--- config.mk ---
export PLATFORM = sky130hd
export DESIGN_NAME = axi_decerr_slave_flat
export DESIGN_NICKNAME = d
export VERILOG_FILES = /design/src/rtl/axi_decerr_slave_pkg.sv /design/src/rtl/axi_decerr_slave_if.sv /design/src/rtl/axi_decerr_slave.sv /design/src/flat_wrapper.sv
export SDC_FILE = /design/constraint.sdc
export NUM_CORES = 1
export LEC_CHECK = 0
export CAP_MARGIN = 20
export CORE_MARGIN = 2
export CORE_UTILIZATION = 40
export CTS_CLUSTER_DIAMETER = 60
export DETAILED_ROUTE_END_ITERATION = 8
export MAX_ROUTING_LAYER = met4
export PLACE_DENSITY = 0.9
export SLEW_MARGIN = 30
export SYNTH_ARGS = -nofsm -noshare
export SYNTH_HDL_FRONTEND = slang
export SYNTH_SLANG_ARGS = --single-unit
--- constraint.sdc ---
create_clock -name clk_i -period 6 [get_ports clk_i]
set_clock_uncertainty 0.15 [all_clocks]
set_input_delay 1.5 -clock clk_i [delete_from_list [all_inputs] [get_ports clk_i]]
set_output_delay 1.5 -clock clk_i [all_outputs]
set_load 0.05 [all_outputs]
--- src/rtl/axi_decerr_slave_pkg.sv ---
// Shared types, response codes and SoC address map for the default DECERR slave.
// addr_is_mapped() lets checkers confirm that only unmapped traffic reaches the slave.
package axi_decerr_slave_pkg;

    localparam logic [1:0] RESP_OKAY   = 2'b00;
    localparam logic [1:0] RESP_DECERR = 2'b11;

    typedef enum logic [1:0] {
        W_IDLE = 2'd0,
        W_DATA = 2'd1,
        W_RESP = 2'd2
    } wr_state_t;

    typedef enum logic {
        R_IDLE = 1'b0,
        R_DATA = 1'b1
    } rd_state_t;

    // Crossbar rules: DRAM, UART, PLIC, CLINT, ROM, Debug.
    localparam int NrRules = 6;
    localparam logic [NrRules-1:0][63:0] RULE_BASE = {
        64'h0000_0000_8000_0000,
        64'h0000_0000_1000_0000,
        64'h0000_0000_0C00_0000,
        64'h0000_0000_0200_0000,
        64'h0000_0000_0001_0000,
        64'h0000_0000_0000_0000
    };
    localparam logic [NrRules-1:0][63:0] RULE_LEN = {
        64'h0000_0000_4000_0000,
        64'h0000_0000_0000_1000,
        64'h0000_0000_0400_0000,
        64'h0000_0000_000C_0000,
        64'h0000_0000_0001_0000,
        64'h0000_0000_0000_1000
    };

    function automatic logic addr_is_mapped(input logic [63:0] addr);
        logic hit;
        hit = 1'b0;
        for (int i = 0; i < NrRules; i++) begin
            if (addr >= RULE_BASE[i] && addr < RULE_BASE[i] + RULE_LEN[i]) begin
                hit = 1'b1;
            end
        end
        return hit;
    endfunction

endpackage

--- src/rtl/axi_decerr_slave_if.sv ---
// AXI4 channel subset seen by the default slave; W data and strobes are not carried
// because the slave discards them.
interface axi_decerr_slave_if #(
    parameter int IdWidth   = 5,
    parameter int AddrWidth = 64,
    parameter int DataWidth = 64
);
    logic [IdWidth-1:0]   aw_id;
    logic [AddrWidth-1:0] aw_addr;
    logic                 aw_valid;
    logic                 aw_ready;

    logic                 w_last;
    logic                 w_valid;
    logic                 w_ready;

    logic [IdWidth-1:0]   b_id;
    logic [1:0]           b_resp;
    logic                 b_valid;
    logic                 b_ready;

    logic [IdWidth-1:0]   ar_id;
    logic [AddrWidth-1:0] ar_addr;
    logic [7:0]           ar_len;
    logic                 ar_valid;
    logic                 ar_ready;

    logic [IdWidth-1:0]   r_id;
    logic [DataWidth-1:0] r_data;
    logic [1:0]           r_resp;
    logic                 r_last;
    logic                 r_valid;
    logic                 r_ready;

    modport slave (
        input  aw_id, aw_addr, aw_valid,
        output aw_ready,
        input  w_last, w_valid,
        output w_ready,
        output b_id, b_resp, b_valid,
        input  b_ready,
        input  ar_id, ar_addr, ar_len, ar_valid,
        output ar_ready,
        output r_id, r_data, r_resp, r_last, r_valid,
        input  r_ready
    );

    modport master (
        output aw_id, aw_addr, aw_valid,
        input  aw_ready,
        output w_last, w_valid,
        input  w_ready,
        input  b_id, b_resp, b_valid,
        output b_ready,
        output ar_id, ar_addr, ar_len, ar_valid,
        input  ar_ready,
        input  r_id, r_data, r_resp, r_last, r_valid,
        output r_ready
    );

endinterface

--- src/rtl/axi_decerr_slave.sv ---
// Default crossbar slave: answers every request with DECERR while following burst
// framing, and records the first faulting address plus a saturating fault count.
module axi_decerr_slave
    import axi_decerr_slave_pkg::*;
#(
    parameter int IdWidth   = 5,
    parameter int AddrWidth = 64,
    parameter int DataWidth = 64,
    parameter int CntWidth  = 16
) (
    input  logic                 clk_i,
    input  logic                 rst_i,
    axi_decerr_slave_if.slave    bus,
    output logic [AddrWidth-1:0] err_addr_o,
    output logic                 err_write_o,
    output logic                 err_valid_o,
    input  logic                 err_clr_i,
    output logic [CntWidth-1:0]  err_cnt_o
);

    localparam logic [DataWidth-1:0] RDATA_ZERO = '0;

    wr_state_t            w_state_reg;
    logic                 aw_ready_reg;
    logic                 w_ready_reg;
    logic                 b_valid_reg;
    logic [IdWidth-1:0]   b_id_reg;

    rd_state_t            r_state_reg;
    logic                 ar_ready_reg;
    logic                 r_valid_reg;
    logic                 r_last_reg;
    logic [IdWidth-1:0]   r_id_reg;
    logic [7:0]           r_len_reg;
    logic [7:0]           r_cnt_reg;

    logic [AddrWidth-1:0] err_addr_reg;
    logic                 err_write_reg;
    logic                 err_valid_reg;
    logic [CntWidth-1:0]  err_cnt_reg;

    logic                 aw_hs;
    logic                 ar_hs;
    logic [1:0]           fault_inc;
    logic [CntWidth:0]    cnt_sum;

    assign aw_hs = bus.aw_valid & aw_ready_reg;
    assign ar_hs = bus.ar_valid & ar_ready_reg;

    // Write channel: accept AW, swallow every W beat up to w_last, then one B.
    always_ff @(posedge clk_i or posedge rst_i) begin
        if (rst_i) begin
            w_state_reg  <= W_IDLE;
            aw_ready_reg <= 1'b1;
            w_ready_reg  <= 1'b0;
            b_valid_reg  <= 1'b0;
            b_id_reg     <= '0;
        end else begin
            case (w_state_reg)
                W_IDLE: begin
                    if (aw_hs) begin
                        b_id_reg     <= bus.aw_id;
                        aw_ready_reg <= 1'b0;
                        w_ready_reg  <= 1'b1;
                        w_state_reg  <= W_DATA;
                    end
                end
                W_DATA: begin
                    if (bus.w_valid && bus.w_last) begin
                        w_ready_reg <= 1'b0;
                        b_valid_reg <= 1'b1;
                        w_state_reg <= W_RESP;
                    end
                end
                W_RESP: begin
                    if (bus.b_ready) begin
                        b_valid_reg  <= 1'b0;
                        aw_ready_reg <= 1'b1;
                        w_state_reg  <= W_IDLE;
                    end
                end
                default: begin
                    aw_ready_reg <= 1'b1;
                    w_ready_reg  <= 1'b0;
                    b_valid_reg  <= 1'b0;
                    w_state_reg  <= W_IDLE;
                end
            endcase
        end
    end

    // Read channel: len+1 zero-data DECERR beats; r_last is precomputed one beat ahead
    // so the output stays registered.
    always_ff @(posedge clk_i or posedge rst_i) begin
        if (rst_i) begin
            r_state_reg  <= R_IDLE;
            ar_ready_reg <= 1'b1;
            r_valid_reg  <= 1'b0;
            r_last_reg   <= 1'b0;
            r_id_reg     <= '0;
            r_len_reg    <= '0;
            r_cnt_reg    <= '0;
        end else begin
            case (r_state_reg)
                R_IDLE: begin
                    if (ar_hs) begin
                        r_id_reg     <= bus.ar_id;
                        r_len_reg    <= bus.ar_len;
                        r_cnt_reg    <= '0;
                        r_last_reg   <= (bus.ar_len == 8'd0);
                        ar_ready_reg <= 1'b0;
                        r_valid_reg  <= 1'b1;
                        r_state_reg  <= R_DATA;
                    end
                end
                R_DATA: begin
                    if (bus.r_ready) begin
                        if (r_last_reg) begin
                            r_valid_reg  <= 1'b0;
                            r_last_reg   <= 1'b0;
                            ar_ready_reg <= 1'b1;
                            r_state_reg  <= R_IDLE;
                        end else begin
                            r_cnt_reg  <= r_cnt_reg + 8'd1;
                            r_last_reg <= ((r_cnt_reg + 8'd1) == r_len_reg);
                        end
                    end
                end
                default: begin
                    ar_ready_reg <= 1'b1;
                    r_valid_reg  <= 1'b0;
                    r_last_reg   <= 1'b0;
                    r_state_reg  <= R_IDLE;
                end
            endcase
        end
    end

    assign fault_inc = {1'b0, aw_hs} + {1'b0, ar_hs};
    assign cnt_sum   = {1'b0, err_cnt_reg} + {{(CntWidth-1){1'b0}}, fault_inc};

    // A new fault beats a same-cycle clear; the write wins a simultaneous AR/AW tie.
    always_ff @(posedge clk_i or posedge rst_i) begin
        if (rst_i) begin
            err_addr_reg  <= '0;
            err_write_reg <= 1'b0;
            err_valid_reg <= 1'b0;
            err_cnt_reg   <= '0;
        end else begin
            if (cnt_sum[CntWidth]) begin
                err_cnt_reg <= '1;
            end else begin
                err_cnt_reg <= cnt_sum[CntWidth-1:0];
            end

            if (aw_hs || ar_hs) begin
                if (!err_valid_reg || err_clr_i) begin
                    err_valid_reg <= 1'b1;
                    err_write_reg <= aw_hs;
                    err_addr_reg  <= aw_hs ? bus.aw_addr : bus.ar_addr;
                end
            end else if (err_clr_i) begin
                err_valid_reg <= 1'b0;
            end
        end
    end

    assign bus.aw_ready = aw_ready_reg;
    assign bus.w_ready  = w_ready_reg;
    assign bus.b_valid  = b_valid_reg;
    assign bus.b_id     = b_id_reg;
    assign bus.b_resp   = b_valid_reg ? RESP_DECERR : RESP_OKAY;

    assign bus.ar_ready = ar_ready_reg;
    assign bus.r_valid  = r_valid_reg;
    assign bus.r_last   = r_last_reg;
    assign bus.r_id     = r_id_reg;
    assign bus.r_data   = RDATA_ZERO;
    assign bus.r_resp   = r_valid_reg ? RESP_DECERR : RESP_OKAY;

    assign err_addr_o  = err_addr_reg;
    assign err_write_o = err_write_reg;
    assign err_valid_o = err_valid_reg;
    assign err_cnt_o   = err_cnt_reg;

endmodule

--- src/flat_wrapper.sv ---
// flat-port wrapper written by rule: the top's interface ports become plain ports
module axi_decerr_slave_flat import axi_decerr_slave_pkg::*;
#(
    parameter int IdWidth   = 5,
    parameter int AddrWidth = 64,
    parameter int DataWidth = 64,
    parameter int CntWidth  = 16
)
  (clk_i, rst_i, err_addr_o, err_write_o, err_valid_o, err_clr_i, err_cnt_o, bus_aw_id, bus_aw_addr, bus_aw_valid, bus_aw_ready, bus_w_last, bus_w_valid, bus_w_ready, bus_b_id, bus_b_resp, bus_b_valid, bus_b_ready, bus_ar_id, bus_ar_addr, bus_ar_len, bus_ar_valid, bus_ar_ready, bus_r_id, bus_r_data, bus_r_resp, bus_r_last, bus_r_valid, bus_r_ready);
  axi_decerr_slave_if #(.IdWidth(IdWidth), .AddrWidth(AddrWidth), .DataWidth(DataWidth)) bus_i ();
  input  logic clk_i;
  input  logic rst_i;
  output logic [AddrWidth-1:0] err_addr_o;
  output logic err_write_o;
  output logic err_valid_o;
  input  logic err_clr_i;
  output logic [CntWidth-1:0] err_cnt_o;
  input wire logic [$bits(bus_i.aw_id)-1:0] bus_aw_id;
  input wire logic [$bits(bus_i.aw_addr)-1:0] bus_aw_addr;
  input wire logic [$bits(bus_i.aw_valid)-1:0] bus_aw_valid;
  output wire logic [$bits(bus_i.aw_ready)-1:0] bus_aw_ready;
  input wire logic [$bits(bus_i.w_last)-1:0] bus_w_last;
  input wire logic [$bits(bus_i.w_valid)-1:0] bus_w_valid;
  output wire logic [$bits(bus_i.w_ready)-1:0] bus_w_ready;
  output wire logic [$bits(bus_i.b_id)-1:0] bus_b_id;
  output wire logic [$bits(bus_i.b_resp)-1:0] bus_b_resp;
  output wire logic [$bits(bus_i.b_valid)-1:0] bus_b_valid;
  input wire logic [$bits(bus_i.b_ready)-1:0] bus_b_ready;
  input wire logic [$bits(bus_i.ar_id)-1:0] bus_ar_id;
  input wire logic [$bits(bus_i.ar_addr)-1:0] bus_ar_addr;
  input wire logic [$bits(bus_i.ar_len)-1:0] bus_ar_len;
  input wire logic [$bits(bus_i.ar_valid)-1:0] bus_ar_valid;
  output wire logic [$bits(bus_i.ar_ready)-1:0] bus_ar_ready;
  output wire logic [$bits(bus_i.r_id)-1:0] bus_r_id;
  output wire logic [$bits(bus_i.r_data)-1:0] bus_r_data;
  output wire logic [$bits(bus_i.r_resp)-1:0] bus_r_resp;
  output wire logic [$bits(bus_i.r_last)-1:0] bus_r_last;
  output wire logic [$bits(bus_i.r_valid)-1:0] bus_r_valid;
  input wire logic [$bits(bus_i.r_ready)-1:0] bus_r_ready;
  assign bus_i.aw_id = bus_aw_id;
  assign bus_i.aw_addr = bus_aw_addr;
  assign bus_i.aw_valid = bus_aw_valid;
  assign bus_aw_ready = bus_i.aw_ready;
  assign bus_i.w_last = bus_w_last;
  assign bus_i.w_valid = bus_w_valid;
  assign bus_w_ready = bus_i.w_ready;
  assign bus_b_id = bus_i.b_id;
  assign bus_b_resp = bus_i.b_resp;
  assign bus_b_valid = bus_i.b_valid;
  assign bus_i.b_ready = bus_b_ready;
  assign bus_i.ar_id = bus_ar_id;
  assign bus_i.ar_addr = bus_ar_addr;
  assign bus_i.ar_len = bus_ar_len;
  assign bus_i.ar_valid = bus_ar_valid;
  assign bus_ar_ready = bus_i.ar_ready;
  assign bus_r_id = bus_i.r_id;
  assign bus_r_data = bus_i.r_data;
  assign bus_r_resp = bus_i.r_resp;
  assign bus_r_last = bus_i.r_last;
  assign bus_r_valid = bus_i.r_valid;
  assign bus_i.r_ready = bus_r_ready;
  axi_decerr_slave #(.IdWidth(IdWidth), .AddrWidth(AddrWidth), .DataWidth(DataWidth), .CntWidth(CntWidth)) u_core (.clk_i(clk_i), .rst_i(rst_i), .bus(bus_i), .err_addr_o(err_addr_o), .err_write_o(err_write_o), .err_valid_o(err_valid_o), .err_clr_i(err_clr_i), .err_cnt_o(err_cnt_o));
endmodule
== After elaboration in Yosys (flattened, before gate mapping) ==
Index checks and enable logic that the tools add are counted.
Storage, ports and cells
  register bits: 117
  input bits: 155
  output and inout bits: 166
Operators by class
  reductions and logical operators: 18
  bitwise operators: 6
  $add $sub $neg: 3
  equal/unequal tests: 11
  muxes and demuxes: 40
Operator list (number)
  $mux W64: 1
  $mux W8: 3
  $mux W1: 21
  $reduce_and A3 Y1: 6
  $add A16 B2 Y17: 1
  $mux W16: 1
  $pmux W8 S2: 1
  $mux W2: 5
  $ne A2 B2 Y1 const B: 5
  $reduce_and A2 Y1: 5
  $pmux W1 S3: 3
  $add A8 B1 Y8 const B: 1
  $eq A8 B8 Y1: 1
  $logic_not A8 Y1: 1
  $pmux W1 S2: 4
  $ne A2 B1 Y1 const B: 3
  $pmux W2 S3: 1
  $not A1 Y1: 4
  $add A1 B1 Y2: 1
  $and A1 B1 Y1: 2
  $eq A2 B1 Y1 const B: 1
  $eq A2 B2 Y1 const B: 1
  $logic_not A2 Y1: 1
  $logic_or A1 B1 Y1: 2
  other kinds (3): 3

== Longest topological paths before layout ==
  word-level depth: 5
  depth in mapped cells: 11
  mapped depth without buffers: 8

== Worst setup path after synthesis ==
OpenSTA, ideal clock, no wires.
  kind: input to register
  from: input port bus_aw_valid
  to: register u_core.err_cnt_reg[12], in the netlist u_core.err_cnt_o[12]
  path buffers: 2
  library setup time: 128 ps
  slack: 2233 ps
  data required time: 5722 ps
  data arrival time: 3489 ps
  stages on the path: 10
  cell sequence: nand2_1 inv_2 buf_4 buf_4 fa_1 ha_1 and3_1 and3_2 nand4_1 mux2_1
Between the ends
  longest elaborated chain between the ends: 4
RTL lines
  start, declared: RTL line flat_wrapper.sv:20  | input wire logic [$bits(bus_i.aw_valid)-1:0] bus_aw_valid;
  $and A1 B1 Y1: RTL line axi_decerr_slave.sv:47  | assign aw_hs = bus.aw_valid & aw_ready_reg;
  named net u_core.aw_hs: RTL line axi_decerr_slave.sv:42  | logic aw_hs;
  $add A1 B1 Y2: RTL line axi_decerr_slave.sv:139  | assign fault_inc = {1'b0, aw_hs} + {1'b0, ar_hs};
  $add A16 B2 Y17: RTL line axi_decerr_slave.sv:140  | assign cnt_sum = {1'b0, err_cnt_reg} + {{(CntWidth-1){1'b0}}, fault_inc};
  $mux W16: RTL line axi_decerr_slave.sv:150  | if (cnt_sum[CntWidth]) begin
  end signal, assigned: RTL line axi_decerr_slave.sv:153  | err_cnt_reg <= cnt_sum[CntWidth-1:0];
  end, declared: RTL line axi_decerr_slave.sv:40  | logic [CntWidth-1:0] err_cnt_reg;
The timed path passes the listed nets, and every way through them passes these cells.
A chain may end at the register's enable or synchronous reset.

== Worst setup path in the final report ==
  from: input port bus_aw_valid
  to: register u_core.err_cnt_reg[8], in the netlist u_core.err_cnt_o[8]
Between the ends
  longest elaborated chain between the ends: 4
RTL lines (RTL line)
  $and A1 B1 Y1: axi_decerr_slave.sv:47
  $add A1 B1 Y2: axi_decerr_slave.sv:139
  $add A16 B2 Y17: axi_decerr_slave.sv:140
  $mux W16: axi_decerr_slave.sv:150
Every way passes these cells.

==> flow_summary.html <==
<table>
<tr><th>Metric</th><th>Value</th></tr>
<tr><th colspan="2">Global routing</th></tr>
<tr><td>Global-route wire length before repair</td><td>24.38 mm</td></tr>
<tr><td>Total Routing Usage GR</td><td>19.94%</td></tr>
<tr><td>Pin count of the biggest net entering global routing</td><td>71</td></tr>
<tr><td>Initial antenna violation count</td><td>0</td></tr>
<tr><td>Final global-route overflow total</td><td>0</td></tr>
<tr><td>Vias in the first global route</td><td>4887</td></tr>
<tr><th colspan="2">Yosys</th></tr>
<tr><td>Post-synthesis mux area share</td><td>14.29%</td></tr>
<tr><td>Post-synthesis simple-gate area fraction</td><td>11.13%</td></tr>
<tr><td>Share of the synthesized netlist area taken by xor and xnor gates</td><td>2.784%</td></tr>
<tr><td>Top cells by area, synth</td><td>sky130_fd_sc_hd__dfrtp_1, sky130_fd_sc_hd__mux2i_1, sky130_fd_sc_hd__buf_4</td></tr>
<tr><td>Number of distinct library cells after synthesis</td><td>48</td></tr>
<tr><td>Post-synthesis adder-cell area fraction</td><td>0.7535%</td></tr>
<tr><td>EDFF count, synth</td><td>0</td></tr>
<tr><td>YS warnings</td><td>0</td></tr>
<tr><td>Synth top area share</td><td>48.14%</td></tr>
<tr><td>Cell area after synthesis</td><td>5978 um^2</td></tr>
<tr><td>Seq/Total Area, Yosys</td><td>49.02%</td></tr>
<tr><td>Largest family of logic cells by synthesized area</td><td>multiplexers</td></tr>
<tr><td>Number of instances in the synthesized netlist</td><td>579</td></tr>
<tr><td>Dominant synthesized flop cell</td><td>sky130_fd_sc_hd__dfrtp_1</td></tr>
<tr><td>Async set-reset flop share out of synthesis</td><td>100.0%</td></tr>
<tr><td>Compound-cell area share of the yosys netlist</td><td>10.51%</td></tr>
<tr><td>Yosys reg bits</td><td>117</td></tr>
<tr><td>Synth area leader</td><td>sky130_fd_sc_hd__dfrtp_1</td></tr>
<tr><td>Average footprint of a synthesized cell</td><td>10.33 um^2</td></tr>
<tr><th colspan="2">Clock network</th></tr>
<tr><td>Root cell of the clock tree</td><td>sky130_fd_sc_hd__clkbuf_16</td></tr>
<tr><td>Max clock buf depth</td><td>2</td></tr>
<tr><td>Clock transition at the registers of the reported paths</td><td>0.06 ns</td></tr>
<tr><td>Count of instances resized after the clock tree is built</td><td>0</td></tr>
<tr><td>Clock tree from TritonCTS</td><td>done</td></tr>
<tr><td>CTS buffer count</td><td>17</td></tr>
<tr><td>Skew-Pair Late Insertion Delay</td><td>0.41 ns</td></tr>
<tr><td>Number of sinks on the clock net</td><td>117</td></tr>
<tr><td>H-tree depth reported by CTS</td><td>4</td></tr>
<tr><td>Number of hold-repair buffers added at the cts stage</td><td>0</td></tr>
<tr><td>Number of buffers added for setup after CTS</td><td>0</td></tr>
<tr><th colspan="2">Critical path</th></tr>
<tr><td>Type of the worst setup path</td><td>primary input to flip-flop</td></tr>
<tr><td>Critical Path, Cell by Cell</td><td>clkdlybuf4s50_1 &gt; nand2_1 &gt; clkinv_2 &gt; fa_1 &gt; ha_1 &gt; and3_1 &gt; and3_2 &gt; nand2_1 &gt; o21ai_0</td></tr>
<tr><td>Largest fanout on the critical path</td><td>26</td></tr>
<tr><td>Data arrival time of the critical path</td><td>4.51 ns</td></tr>
<tr><td>Startpoint of the worst-slack reg-to-reg timing path</td><td>u_core.bus.aw_ready$_DFFE_PP1P_</td></tr>
<tr><td>Slowest cell on the critical path</td><td>sky130_fd_sc_hd__fa_1</td></tr>
<tr><td>Crit. End Element</td><td>flip-flop</td></tr>
<tr><td>Length in cells of the worst reg-to-reg path</td><td>8</td></tr>
<tr><td>Startpoint Class</td><td>primary input</td></tr>
<tr><td>Library cell appearing most often on the critical path</td><td>sky130_fd_sc_hd__nand2_1</td></tr>
<tr><td>Worst flop-to-flop path endpoint</td><td>u_core.err_cnt_o[8]$_DFF_PP0_</td></tr>
<tr><td>Worst path required time</td><td>6.11 ns</td></tr>
<tr><td>Reg2Reg Setup Slack</td><td>2.75 ns</td></tr>
<tr><td>Largest stage delay on the critical path</td><td>0.65 ns</td></tr>
<tr><th colspan="2">Pwr</th></tr>
<tr><td>Power Dens Cells</td><td>531.5 nW/um^2</td></tr>
<tr><td>Sequential cell fraction of total power</td><td>27.6%</td></tr>
<tr><td>Clock network power share</td><td>23.3%</td></tr>
<tr><td>Internal power summed over all cells</td><td>2686 uW</td></tr>
<tr><td>Switching share of total power</td><td>44.19%</td></tr>
<tr><td>Power share of the combinational group</td><td>49.1%</td></tr>
<tr><td>Leakage power figure</td><td>0.003755 uW</td></tr>
<tr><td>Total net switching power</td><td>2127 uW</td></tr>
<tr><td>Peak VDD IR</td><td>0.3895 mV</td></tr>
<tr><th colspan="2">Layout</th></tr>
<tr><td>Largest register FFs</td><td>64</td></tr>
<tr><td>Share of post-route cells with drive strength above 1</td><td>7.527%</td></tr>
<tr><td>Post-layout instance area</td><td>9054 um^2</td></tr>
<tr><td>Commonest non-fill, non-tap cell in the layout</td><td>sky130_fd_sc_hd__clkdlybuf4s50_1</td></tr>
<tr><td>Multi-input gate area in the final layout</td><td>2611 um^2</td></tr>
<tr><td>Number of nets in the layout</td><td>982</td></tr>
<tr><td>Most used cells in the layout excluding fill and tap cells</td><td>sky130_fd_sc_hd__clkdlybuf4s50_1, sky130_fd_sc_hd__dfrtp_1, sky130_fd_sc_hd__nor2_1</td></tr>
<tr><td>Number of antenna cells inserted</td><td>0</td></tr>
<tr><td>Area growth from synthesis to layout</td><td>51.44%</td></tr>
<tr><td>FF+latch area</td><td>2930 um^2</td></tr>
<tr><td>Final Util</td><td>62.06%</td></tr>
<tr><td># fillers</td><td>1147</td></tr>
<tr><th colspan="2">Worst hold path</th></tr>
<tr><td>Min-delay src</td><td>u_core.r_cnt_reg[7]$_DFFE_PP0P_</td></tr>
<tr><td>Worst hold path stage count</td><td>1</td></tr>
<tr><td>Worst hold path endpoint</td><td>u_core.r_cnt_reg[7]$_DFFE_PP0P_</td></tr>
<tr><td>Worst hold-check path type</td><td>flip-flop to flip-flop</td></tr>
<tr><th colspan="2">STA</th></tr>
<tr><td>Final hold vios</td><td>0</td></tr>
<tr><td>Hold Worst Slack</td><td>0.3476 ns</td></tr>
<tr><td>Setup Viol. Count Final</td><td>0</td></tr>
<tr><td>Final critical-path setup slack</td><td>1.607 ns</td></tr>
<tr><td>Worst slew margin relative to its limit</td><td>51.71%</td></tr>
<tr><td>RSZ-0062 raised after global routing</td><td>false</td></tr>
<tr><td>Fmax</td><td>0.2277 GHz</td></tr>
<tr><td>Final period demand of the worst path</td><td>4.393 ns</td></tr>
<tr><td>TNS Setup</td><td>0 ns</td></tr>
<tr><td>Worst Max-Slew Pin Slew</td><td>0.7244 ns</td></tr>
<tr><td>Max-slew violation count</td><td>0</td></tr>
<tr><td>Fraction of the cycle the final worst path needs</td><td>73.21%</td></tr>
<tr><th colspan="2">Die</th></tr>
<tr><td>Core outline area</td><td>14590 um^2</td></tr>
<tr><td>DIE WIDTH</td><td>126.3 um</td></tr>
<tr><td>Die area</td><td>15940 um^2</td></tr>
<tr><td>Number of placement rows</td><td>44</td></tr>
<tr><td>Starting density of the core</td><td>40.98%</td></tr>
<tr><td>Chip Height</td><td>126.3 um</td></tr>
<tr><td>IO Count</td><td>321</td></tr>
<tr><th colspan="2">Detailed routing</th></tr>
<tr><td>Vias after detailed routing</td><td>4959</td></tr>
<tr><td>Final Routed Wirelength</td><td>15.40 mm</td></tr>
<tr><td>DRC errors left</td><td>0</td></tr>
<tr><td>Post-DRT Antenna Nets</td><td>0</td></tr>
<tr><td>Via-per-instance ratio</td><td>4.857</td></tr>
<tr><td>Average routed wire per standard cell</td><td>15.09 um</td></tr>
<tr><td>Initial DRC Count</td><td>165</td></tr>
<tr><td>First-pass iteration count of the detailed router</td><td>4</td></tr>
<tr><th colspan="2">Placed design</th></tr>
<tr><td>Dpl cell area</td><td>8394 um^2</td></tr>
<tr><td>IO buf count</td><td>256</td></tr>
<tr><td>Placer congestion estimate</td><td>0.7999</td></tr>
<tr><td>Dpl hpwl</td><td>11.55 mm</td></tr>
<tr><td>Pre-CTS setup slack</td><td>1.199 ns</td></tr>
<tr><th colspan="2">Outcome</th></tr>
<tr><td>Status</td><td>finished clean</td></tr>
<tr><th colspan="2">Flow run</th></tr>
<tr><td>MaxCap Viol Count</td><td>0</td></tr>
</table>
## synthesized netlist by cell type (2+ instances only)
master,instances
sky130_fd_sc_hd__nand2_1,23
sky130_fd_sc_hd__xnor2_1,11
sky130_fd_sc_hd__nand3_1,8
sky130_fd_sc_hd__inv_1,6
sky130_fd_sc_hd__xor2_1,8
sky130_fd_sc_hd__or3_1,2
sky130_fd_sc_hd__mux2i_1,64
sky130_fd_sc_hd__o31ai_1,5
sky130_fd_sc_hd__buf_2,19
sky130_fd_sc_hd__buf_4,72
sky130_fd_sc_hd__mux2_2,18
sky130_fd_sc_hd__nor3_1,4
sky130_fd_sc_hd__nor2b_1,3
sky130_fd_sc_hd__dfrtp_1,115
sky130_fd_sc_hd__nand4_1,7
sky130_fd_sc_hd__and3_1,4
sky130_fd_sc_hd__nand2b_1,3
sky130_fd_sc_hd__a31oi_1,6
sky130_fd_sc_hd__and4_1,4
sky130_fd_sc_hd__dfstp_2,2
sky130_fd_sc_hd__o21ai_0,16
sky130_fd_sc_hd__nor2_1,74
sky130_fd_sc_hd__clkbuf_1,6
sky130_fd_sc_hd__a21oi_1,71
sky130_fd_sc_hd__and2_1,2
sky130_fd_sc_hd__a41oi_1,3
sky130_fd_sc_hd__ha_1,2
## how the worst max path moves through the flow
stage / from / to / slack, ns / cells after the start
2_1_floorplan: rst_i / u_core.bus.b_id[0]$_DFFE_PP0P_ / 1.25 / 1
3_3_place_gp: bus_aw_valid / u_core.err_cnt_o[8]$_DFF_PP0_ / 1.29 / 9
3_5_place_dp: bus_aw_valid / u_core.err_cnt_o[8]$_DFF_PP0_ / 1.20 / 9
4_1_cts: bus_aw_valid / u_core.err_cnt_o[8]$_DFF_PP0_ / 1.58 / 9
5_1_grt: bus_aw_valid / u_core.err_cnt_o[8]$_DFF_PP0_ / 1.40 / 9
6_report: bus_aw_valid / u_core.err_cnt_o[8]$_DFF_PP0_ / 1.61 / 9
## cell families after synthesis
group | Yosys count
other | 1
buffers and inverters | 104
adder cells (fa/ha/maj) | 3
XOR/XNOR | 19
flip-flops | 117
AO/OA/AOI/OAI | 110
AND/OR/NAND/NOR | 142
multiplexers | 83
## cell type report
type	instances	area share, %
sequential	117	32.37
multi-input combinational	421	28.84
timing repair buffer	260	28.63
clock buffer	21	5.086
tap	184	2.543
clock inverter	11	2.170
inverter	7	0.3593
## worst max-delay path: cells and delay by family
family                   cells  cell delay [ns]
AO/OA/AOI/OAI                1             0.18
AND/OR/NAND/NOR              4             1.00
adder cells (fa/ha/maj)      2             0.89
buffers and inverters        2             0.92
## power groups by stage
stage | combinational, uW | clock (uW) | sequential [uW]
2_1_floorplan | 666 | 0 | 2250
3_3_place_gp | 2330 | 0 | 1320
3_5_place_dp | 2370 | 0 | 1330
4_1_cts | 2380 | 1140 | 1330
5_1_grt | 2480 | 1180 | 1370
6_report | 2360 | 1120 | 1330
## stage by stage
step | instances | total power (uW)
3_3_place_gp | 989 | 3652
4_1_cts | 1021 | 4850
2_1_floorplan | 642 | 2916
6_report | 1021 | 4812
3_5_place_dp | 989 | 3702
5_1_grt | 1021 | 5025
## routing by layer
layer  track usage [%]  wire, um
met4             8.080       356
met3             6.160      1211
met2             32.83      7745
met1             22.68      6089
met5                 -         0
(Power assumes the default switching activity.)
